--- config.mk ---
export PLATFORM = sky130hd
export DESIGN_NAME = i2s_mc_tx_core
export DESIGN_NICKNAME = d
export VERILOG_FILES = /design/src/rtl/i2s_mc_tx_pkg.sv /design/src/rtl/i2s_mc_tx_fifo.sv /design/src/rtl/i2s_mc_tx_core.sv
export SDC_FILE = /design/constraint.sdc
export NUM_CORES = 1
export LEC_CHECK = 0
export CAP_MARGIN = 10
export CORE_MARGIN = 2
export CORE_UTILIZATION = 55
export CTS_CLUSTER_DIAMETER = 80
export DETAILED_ROUTE_END_ITERATION = 7
export GPL_ROUTABILITY_DRIVEN = 0
export MAX_ROUTING_LAYER = met4
export PLACE_DENSITY = 0.73
export SLEW_MARGIN = 20
export SYNTH_ARGS = -nofsm -noshare
export SYNTH_HDL_FRONTEND = slang
export SYNTH_SLANG_ARGS = --single-unit
--- constraint.sdc ---
create_clock -name aud_mclk -period 38.2 [get_ports aud_mclk]
set_clock_uncertainty 0.2 [all_clocks]
set_input_delay 3.82 -clock aud_mclk [delete_from_list [all_inputs] [get_ports aud_mclk]]
set_output_delay 3.82 -clock aud_mclk [all_outputs]
set_load 0.1 [all_outputs]
--- src/rtl/i2s_mc_tx_pkg.sv ---
// Shared types and elaboration helpers for the multi-line I2S transmitter.
// Default geometry plus functions that derive widths from the per-instance parameters.
package i2s_mc_tx_pkg;

  typedef enum logic [1:0] {IDLE, RUN, STOP} state_t;

  localparam int DEF_NUM_PAIRS  = 4;
  localparam int DEF_DATA_WIDTH = 24;
  localparam int DEF_SLOT_WIDTH = 32;
  localparam int DEF_FIFO_DEPTH = 8;
  localparam int FRAME_W        = 2 * DEF_NUM_PAIRS * DEF_DATA_WIDTH;

  function automatic int frame_w(input int num_pairs, input int data_width);
    return 2 * num_pairs * data_width;
  endfunction

  function automatic int pos_w(input int slot_width);
    return $clog2(2 * slot_width);
  endfunction

  function automatic int cnt_w(input int depth);
    return $clog2(depth + 1);
  endfunction

  // The one-bit I2S delay needs at least one spare slot bit after the LSB.
  function automatic bit cfg_ok(input int data_width, input int slot_width, input int depth);
    return (data_width < slot_width) && (depth >= 1) && (depth <= 65535) &&
           ((depth & (depth - 1)) == 0);
  endfunction

endpackage

--- src/rtl/i2s_mc_tx_fifo.sv ---
// Synchronous frame FIFO with occupancy count; read data is shown ahead of the pop.
// Count moves one cycle after push/pop; pushes are dropped while full, pops while empty.
module i2s_mc_tx_fifo
  import i2s_mc_tx_pkg::*;
#(
  parameter int WIDTH = FRAME_W,
  parameter int DEPTH = DEF_FIFO_DEPTH
) (
  input  logic                     aud_mclk,
  input  logic                     aud_mrst,
  input  logic                     wr_vld,
  input  logic [WIDTH-1:0]         wr_dat,
  input  logic                     rd_rdy,
  output logic [WIDTH-1:0]         rd_dat,
  output logic [cnt_w(DEPTH)-1:0]  count,
  output logic                     full,
  output logic                     empty
);

  localparam int AW = (DEPTH > 1) ? $clog2(DEPTH) : 1;
  localparam int CW = cnt_w(DEPTH);

  logic [WIDTH-1:0] mem [DEPTH];
  logic [AW-1:0]    wr_ptr_q;
  logic [AW-1:0]    rd_ptr_q;
  logic [CW-1:0]    count_q;
  logic             do_wr;
  logic             do_rd;

  function automatic logic [AW-1:0] ptr_inc(input logic [AW-1:0] p);
    return (p == AW'(DEPTH - 1)) ? '0 : p + AW'(1);
  endfunction

  always_comb begin
    full  = (count_q == CW'(DEPTH));
    empty = (count_q == '0);
    do_wr = wr_vld && !full;
    do_rd = rd_rdy && !empty;
  end

  always_ff @(posedge aud_mclk) begin
    if (do_wr) mem[wr_ptr_q] <= wr_dat;
  end

  always_ff @(posedge aud_mclk) begin
    if (aud_mrst) begin
      wr_ptr_q <= '0;
      rd_ptr_q <= '0;
      count_q  <= '0;
    end else begin
      if (do_wr) wr_ptr_q <= ptr_inc(wr_ptr_q);
      if (do_rd) rd_ptr_q <= ptr_inc(rd_ptr_q);
      case ({do_wr, do_rd})
        2'b10:   count_q <= count_q + CW'(1);
        2'b01:   count_q <= count_q - CW'(1);
        default: count_q <= count_q;
      endcase
    end
  end

  assign rd_dat = mem[rd_ptr_q];
  assign count  = count_q;

endmodule

--- src/rtl/i2s_mc_tx_core.sv ---
// Multi-line I2S transmitter: frame FIFO feeding NUM_PAIRS MSB-first serialisers, sclk/lrclk from aud_mclk.
// Frames pop only at frame start; s_tready drops while the FIFO is full; an empty FIFO at frame start sends zeros and raises irq.
module i2s_mc_tx_core
  import i2s_mc_tx_pkg::*;
#(
  parameter int NUM_PAIRS  = DEF_NUM_PAIRS,
  parameter int DATA_WIDTH = DEF_DATA_WIDTH,
  parameter int SLOT_WIDTH = DEF_SLOT_WIDTH,
  parameter int FIFO_DEPTH = DEF_FIFO_DEPTH
) (
  input  logic                              aud_mclk,
  input  logic                              aud_mrst,
  input  logic                              ctrl_en,
  input  logic [7:0]                        cfg_sclk_div,
  input  logic                              s_tvalid,
  output logic                              s_tready,
  input  logic [2*NUM_PAIRS*DATA_WIDTH-1:0] s_tdata,
  output logic [15:0]                       fifo_wrdata_count,
  input  logic                              irq_clr,
  output logic                              irq,
  output logic                              sclk_out,
  output logic                              lrclk_out,
  output logic [NUM_PAIRS-1:0]              sdata_out
);

  localparam int FW = frame_w(NUM_PAIRS, DATA_WIDTH);
  localparam int PW = pos_w(SLOT_WIDTH);
  localparam int CW = cnt_w(FIFO_DEPTH);
  localparam logic [PW-1:0] POS_LAST = PW'(2 * SLOT_WIDTH - 1);
  localparam logic [PW-1:0] SLOT_P   = PW'(SLOT_WIDTH);
  localparam logic [PW-1:0] DW_P     = PW'(DATA_WIDTH);

  generate
    if (!cfg_ok(DATA_WIDTH, SLOT_WIDTH, FIFO_DEPTH)) begin : g_bad_cfg
      $error("i2s_mc_tx_core: need DATA_WIDTH < SLOT_WIDTH and power-of-2 FIFO_DEPTH <= 65535");
    end
  endgenerate

  state_t                state_q;
  logic [7:0]            div_q;
  logic [7:0]            div_cnt_q;
  logic                  sclk_q;
  logic                  lrclk_q;
  logic [NUM_PAIRS-1:0]  sdata_q;
  logic [PW-1:0]         pos_q;
  logic                  first_q;
  logic                  irq_q;
  logic [DATA_WIDTH-1:0] sh_l [NUM_PAIRS];
  logic [DATA_WIDTH-1:0] sh_r [NUM_PAIRS];

  logic [FW-1:0]         fifo_rd_dat;
  logic [CW-1:0]         fifo_count;
  logic                  fifo_full;
  logic                  fifo_empty;

  logic [7:0]            div_eff;
  logic                  tick;
  logic                  fall;
  logic                  wrap;
  logic                  stopping;
  logic                  frame_start;
  logic [PW-1:0]         pos_nx;
  logic                  in_right;
  logic [PW-1:0]         slot_p;
  logic                  data_bit;

  always_comb begin
    div_eff     = (cfg_sclk_div == 8'd0) ? 8'd1 : cfg_sclk_div;
    tick        = (state_q != IDLE) && (div_cnt_q == div_q - 8'd1);
    fall        = tick && sclk_q;
    // Wrap point: either the very first fall after enabling or the end of bit 2*SLOT_WIDTH-1.
    wrap        = first_q || (pos_q == POS_LAST);
    stopping    = (state_q == STOP) && !ctrl_en;
    frame_start = fall && wrap && !stopping;
    pos_nx      = pos_q + PW'(1);
    in_right    = (pos_nx >= SLOT_P);
    slot_p      = in_right ? (pos_nx - SLOT_P) : pos_nx;
    data_bit    = (slot_p != '0) && (slot_p <= DW_P);
  end

  i2s_mc_tx_fifo #(
    .WIDTH (FW),
    .DEPTH (FIFO_DEPTH)
  ) u_fifo (
    .aud_mclk (aud_mclk),
    .aud_mrst (aud_mrst),
    .wr_vld   (s_tvalid),
    .wr_dat   (s_tdata),
    .rd_rdy   (frame_start),
    .rd_dat   (fifo_rd_dat),
    .count    (fifo_count),
    .full     (fifo_full),
    .empty    (fifo_empty)
  );

  always_ff @(posedge aud_mclk) begin
    if (aud_mrst) begin
      state_q   <= IDLE;
      div_q     <= '0;
      div_cnt_q <= '0;
      sclk_q    <= 1'b0;
      lrclk_q   <= 1'b0;
      sdata_q   <= '0;
      pos_q     <= '0;
      first_q   <= 1'b1;
      irq_q     <= 1'b0;
      for (int k = 0; k < NUM_PAIRS; k++) begin
        sh_l[k] <= '0;
        sh_r[k] <= '0;
      end
    end else begin
      if (irq_clr) irq_q <= 1'b0;
      case (state_q)
        IDLE: begin
          sclk_q    <= 1'b0;
          lrclk_q   <= 1'b0;
          sdata_q   <= '0;
          div_cnt_q <= '0;
          pos_q     <= '0;
          first_q   <= 1'b1;
          if (ctrl_en) begin
            state_q <= RUN;
            div_q   <= div_eff;
          end
        end
        default: begin
          if (state_q == RUN && !ctrl_en)      state_q <= STOP;
          else if (state_q == STOP && ctrl_en) state_q <= RUN;
          div_cnt_q <= tick ? 8'd0 : div_cnt_q + 8'd1;
          if (tick) sclk_q <= !sclk_q;
          if (fall) begin
            if (wrap && stopping) begin
              state_q <= IDLE;
              lrclk_q <= 1'b0;
              sdata_q <= '0;
              pos_q   <= '0;
              first_q <= 1'b1;
            end else if (wrap) begin
              pos_q   <= '0;
              first_q <= 1'b0;
              div_q   <= div_eff;
              lrclk_q <= 1'b0;
              sdata_q <= '0;
              if (fifo_empty) irq_q <= 1'b1;
              for (int k = 0; k < NUM_PAIRS; k++) begin
                sh_l[k] <= fifo_empty ? '0 : fifo_rd_dat[2*k*DATA_WIDTH +: DATA_WIDTH];
                sh_r[k] <= fifo_empty ? '0 : fifo_rd_dat[(2*k+1)*DATA_WIDTH +: DATA_WIDTH];
              end
            end else begin
              pos_q   <= pos_nx;
              lrclk_q <= in_right;
              for (int k = 0; k < NUM_PAIRS; k++) begin
                if (!data_bit) begin
                  sdata_q[k] <= 1'b0;
                end else if (in_right) begin
                  sdata_q[k] <= sh_r[k][DATA_WIDTH-1];
                  sh_r[k]    <= sh_r[k] << 1;
                end else begin
                  sdata_q[k] <= sh_l[k][DATA_WIDTH-1];
                  sh_l[k]    <= sh_l[k] << 1;
                end
              end
            end
          end
        end
      endcase
    end
  end

  assign s_tready          = !fifo_full;
  assign fifo_wrdata_count = 16'(fifo_count);
  assign irq               = irq_q;
  assign sclk_out          = sclk_q;
  assign lrclk_out         = lrclk_q;
  assign sdata_out         = sdata_q;

endmodule

==> impl_metrics.ini <==
[timing]
maxSlewHeadroom_pct = 23.1
rsz0062_at_grt = no
post-route-period-util_pct = 18.7
max_slew.worst_pin.slew_ns = 1.15
finalSetupTns_ns = 0
finalHoldViolations = 0
drv_slew = 0
maxClockFrequency_mhz = 140
finalCriticalPeriod_ns = 7.13
setup_viol = 0

[critical_path]
end_kind = register
crit_fanout = 64
crit_top_cell = buf_4
crit_chain = clkdlybuf4s50_1 -> nand3_1 -> nor2_4 -> buf_4 -> buf_4
cp.required_ns = 38.39
start_kind = input port
worstPathArrival_ns = 7.32
critPathKind = input port to register
max_stage_delay_ns = 0.95
slowest_stage = buf_4
startpoint = s_tvalid

[grt]
grt_pass1_wl_um = 211000
top_usage_layer = met2
grt_max_degree = 160
use_met1_pct = 30.0
antenna_found_initial = 48
grt_use_total_pct = 23.5
grt_pass1_vias = 33100
grt-ovfl-total = 0
met3_usage_pct = 5.17
grtUsageMet2_pct = 37.3

[clock_network]
cts.clk_slew.worst_paths_ns = 0.06
cts_tree = yes
postCtsHoldBufs = 0
cts_buffers = 172
cts_max_level = 4
cts_setup_buffers = 0
clock_path_buffers = 3
clock_latency_ns = 0.79
root_buffer = clkbuf_16
cts_sinks = 1773
cts_resized = 0

[synth]
ys_types = 54
synth.area.mux_share_pct = 15.9
yosysMostFrequentCell = edfxtp_1
synth-xor-area-share_pct = 0.273
ys_seq_area_share_pct = 78.2
synth_commonest_cells = 1724 x edfxtp_1, 384 x mux4_2, 208 x mux2i_1
synth_edf_count = 1724
synthCells = 3138
synth.largest_area_cell = edfxtp_1
synth_top_family_by_area = multiplexers
synth_compound_area_share_pct = 2.17
yosysWarnings = 0
synth_area_leaders = edfxtp_1 77%, mux4_2 13%, mux2i_1 3.1%
synth_adder_area_share_pct = 0.185
synth-simple-area-share_pct = 2.07
synth_top_area_share_pct = 76.7
synthFlopType = edfxtp_1
syn_area_um2 = 67500
synth-seq-cells = 1773
async_reset_ff_share_pct = 0
syn_area_per_cell_um2 = 21.5

[layout]
layout.nets = 3626
finish.utilization_pct = 63.3
final_cells = 5216
final_layout_size_suffix_gt1_share_pct = 19.6
syn2layout_area_growth_pct = 14.2
postLayoutCellArea_um2 = 77000

[power]
pwr-share-clk_pct = 41.5
p_sw_share_pct = 20.1
seqPwrFrac_pct = 55.5
internal-power_mw = 3.15
power_density_nw_per_um2 = 51.2
comb_power_share_pct = 3.0
power_leakage_nw = 23.8
ir_drop_v = 0.0000413
p_sw_mw = 0.794

[routing]
wl_per_cell_um = 27.1
first_pass_iters = 5
routed_wl_um = 142000
vias = 31600
drtAntennaViolNets = 0
vias_per_cell = 6.07
route.detailed.drc = 0
initialDrtViolationCount = 3515

[die]
die_x_um = 354
dieHeight_um = 354
dieArea_um2 = 125000
io_pins = 229
fp-row-count = 128
core_um2 = 122000
start_util_pct = 55.4

[min_path]
hp-class = register to register
worstHoldStart = sh_r[2][1]$_DFFE_PP_

[place]
placed_cell_area_um2 = 71500
portBuffers = 216
hpwl_um = 77600
placed_cells = 4862

[job]
cap_violations = 0

[status]
status = finished clean
critical path: cells and delay by family:
family	cells	cell delay [ns]
buf+inv	3	2.27
simple gates	2	1.11
registers in the layout (all words and copies together) (netlist names), named ones only:
register / count
first_q: 1
irq: 1
u_fifo.count: 4
sdata_out: 4
state_q: 2
pos_q: 6
div_cnt_q: 8
sh_r: 96
div_q: 8
sh_l: 96
u_fifo.rd_ptr_q: 3
u_fifo.wr_ptr_q: 3
lrclk_out: 1
u_fifo.mem: 1536
sclk_out: 1
area by class of cell:
class	count	area, um2
tap	1625	2030
inverter	7	26.3
sequential	1773	52800
timing repair buffer	260	2600
multi-input combinational	1197	14000
fill	7946	44700
clock buffer	206	4490
antenna	44	110
clock inverter	104	943
power by group through the flow:
stage	registers [mW]	clock network (mW)	logic, mW
global placement	2.23	0	0.113
global route	2.19	1.73	0.127
detailed placement	2.23	0	0.119
CTS	2.19	1.66	0.119
floorplan	2.24	0	0.0514
finish	2.19	1.64	0.118
layer usage:
| metal | part of all wire (%) | vias to the layer above |
|---|---|---|
| met5 | 0 | - |
| met4 | 2.4 | 0 |
| met3 | 7.9 | 227 |
| met2 | 51 | 1196 |
| met1 | 39 | 16700 |
| li1 | - | 13500 |
through the flow:
step	total power, mW	setup slack (ns)	hold slack (ns)
CTS	3.97	31.03	0.297
detailed placement	2.35	30.19	0.297
floorplan	2.29	14.57	0.252
global route	4.05	30.92	0.317
global placement	2.34	30.29	0.278
finish	3.94	31.07	0.307
final timing paths:
kind / endpoint / slack [ns] / depth (start not counted)
worst max-delay path: u_fifo.mem[7][186]$_DFFE_PP_ / 31.07 / 5
worst min register to register: sh_r[2][2]$_DFFE_PP_ / 0.31 / 1
worst min-delay path: sh_r[2][2]$_DFFE_PP_ / 0.31 / 1
worst max register to register: sh_r[3][2]$_DFFE_PP_ / 33.35 / 6
cell usage in the layout (no fill, tap or decap), types with 5 or more instances in the layout:
cell,instances
a21o_1,47
a21oi_1,20
buf_12,8
buf_4,34
bufinv_16,13
clkbuf_1,30
clkbuf_16,174
clkdlybuf4s50_1,216
clkinv_1,50
clkinv_2,22
clkinv_8,6
conb_1,12
dfxtp_1,46
diode_2,44
edfxtp_1,1724
ha_1,10
inv_1,7
mux2i_1,208
mux4_2,384
nand2_1,161
nand2b_1,5
nand3_1,14
nor2_1,87
nor3_1,8
o21ai_0,43
o21ai_1,96
o21ai_2,11
xnor2_1,6
xor2_1,14
kinds of logic (layout without fill, tap and decap cells):
family | count (synthesis) | after routing
AOI/OAI and AO/OA | 243 | 243
xor gates and xnor gates | 21 | 21
adders and majority gates | 10 | 10
buffers and inverters | 179 | 577
DFF | 1773 | 1773
muxes | 592 | 592
other | 1 | 56
and+or+nand+nor | 319 | 319
No activity file was read; power rests on OpenSTA's default activity.
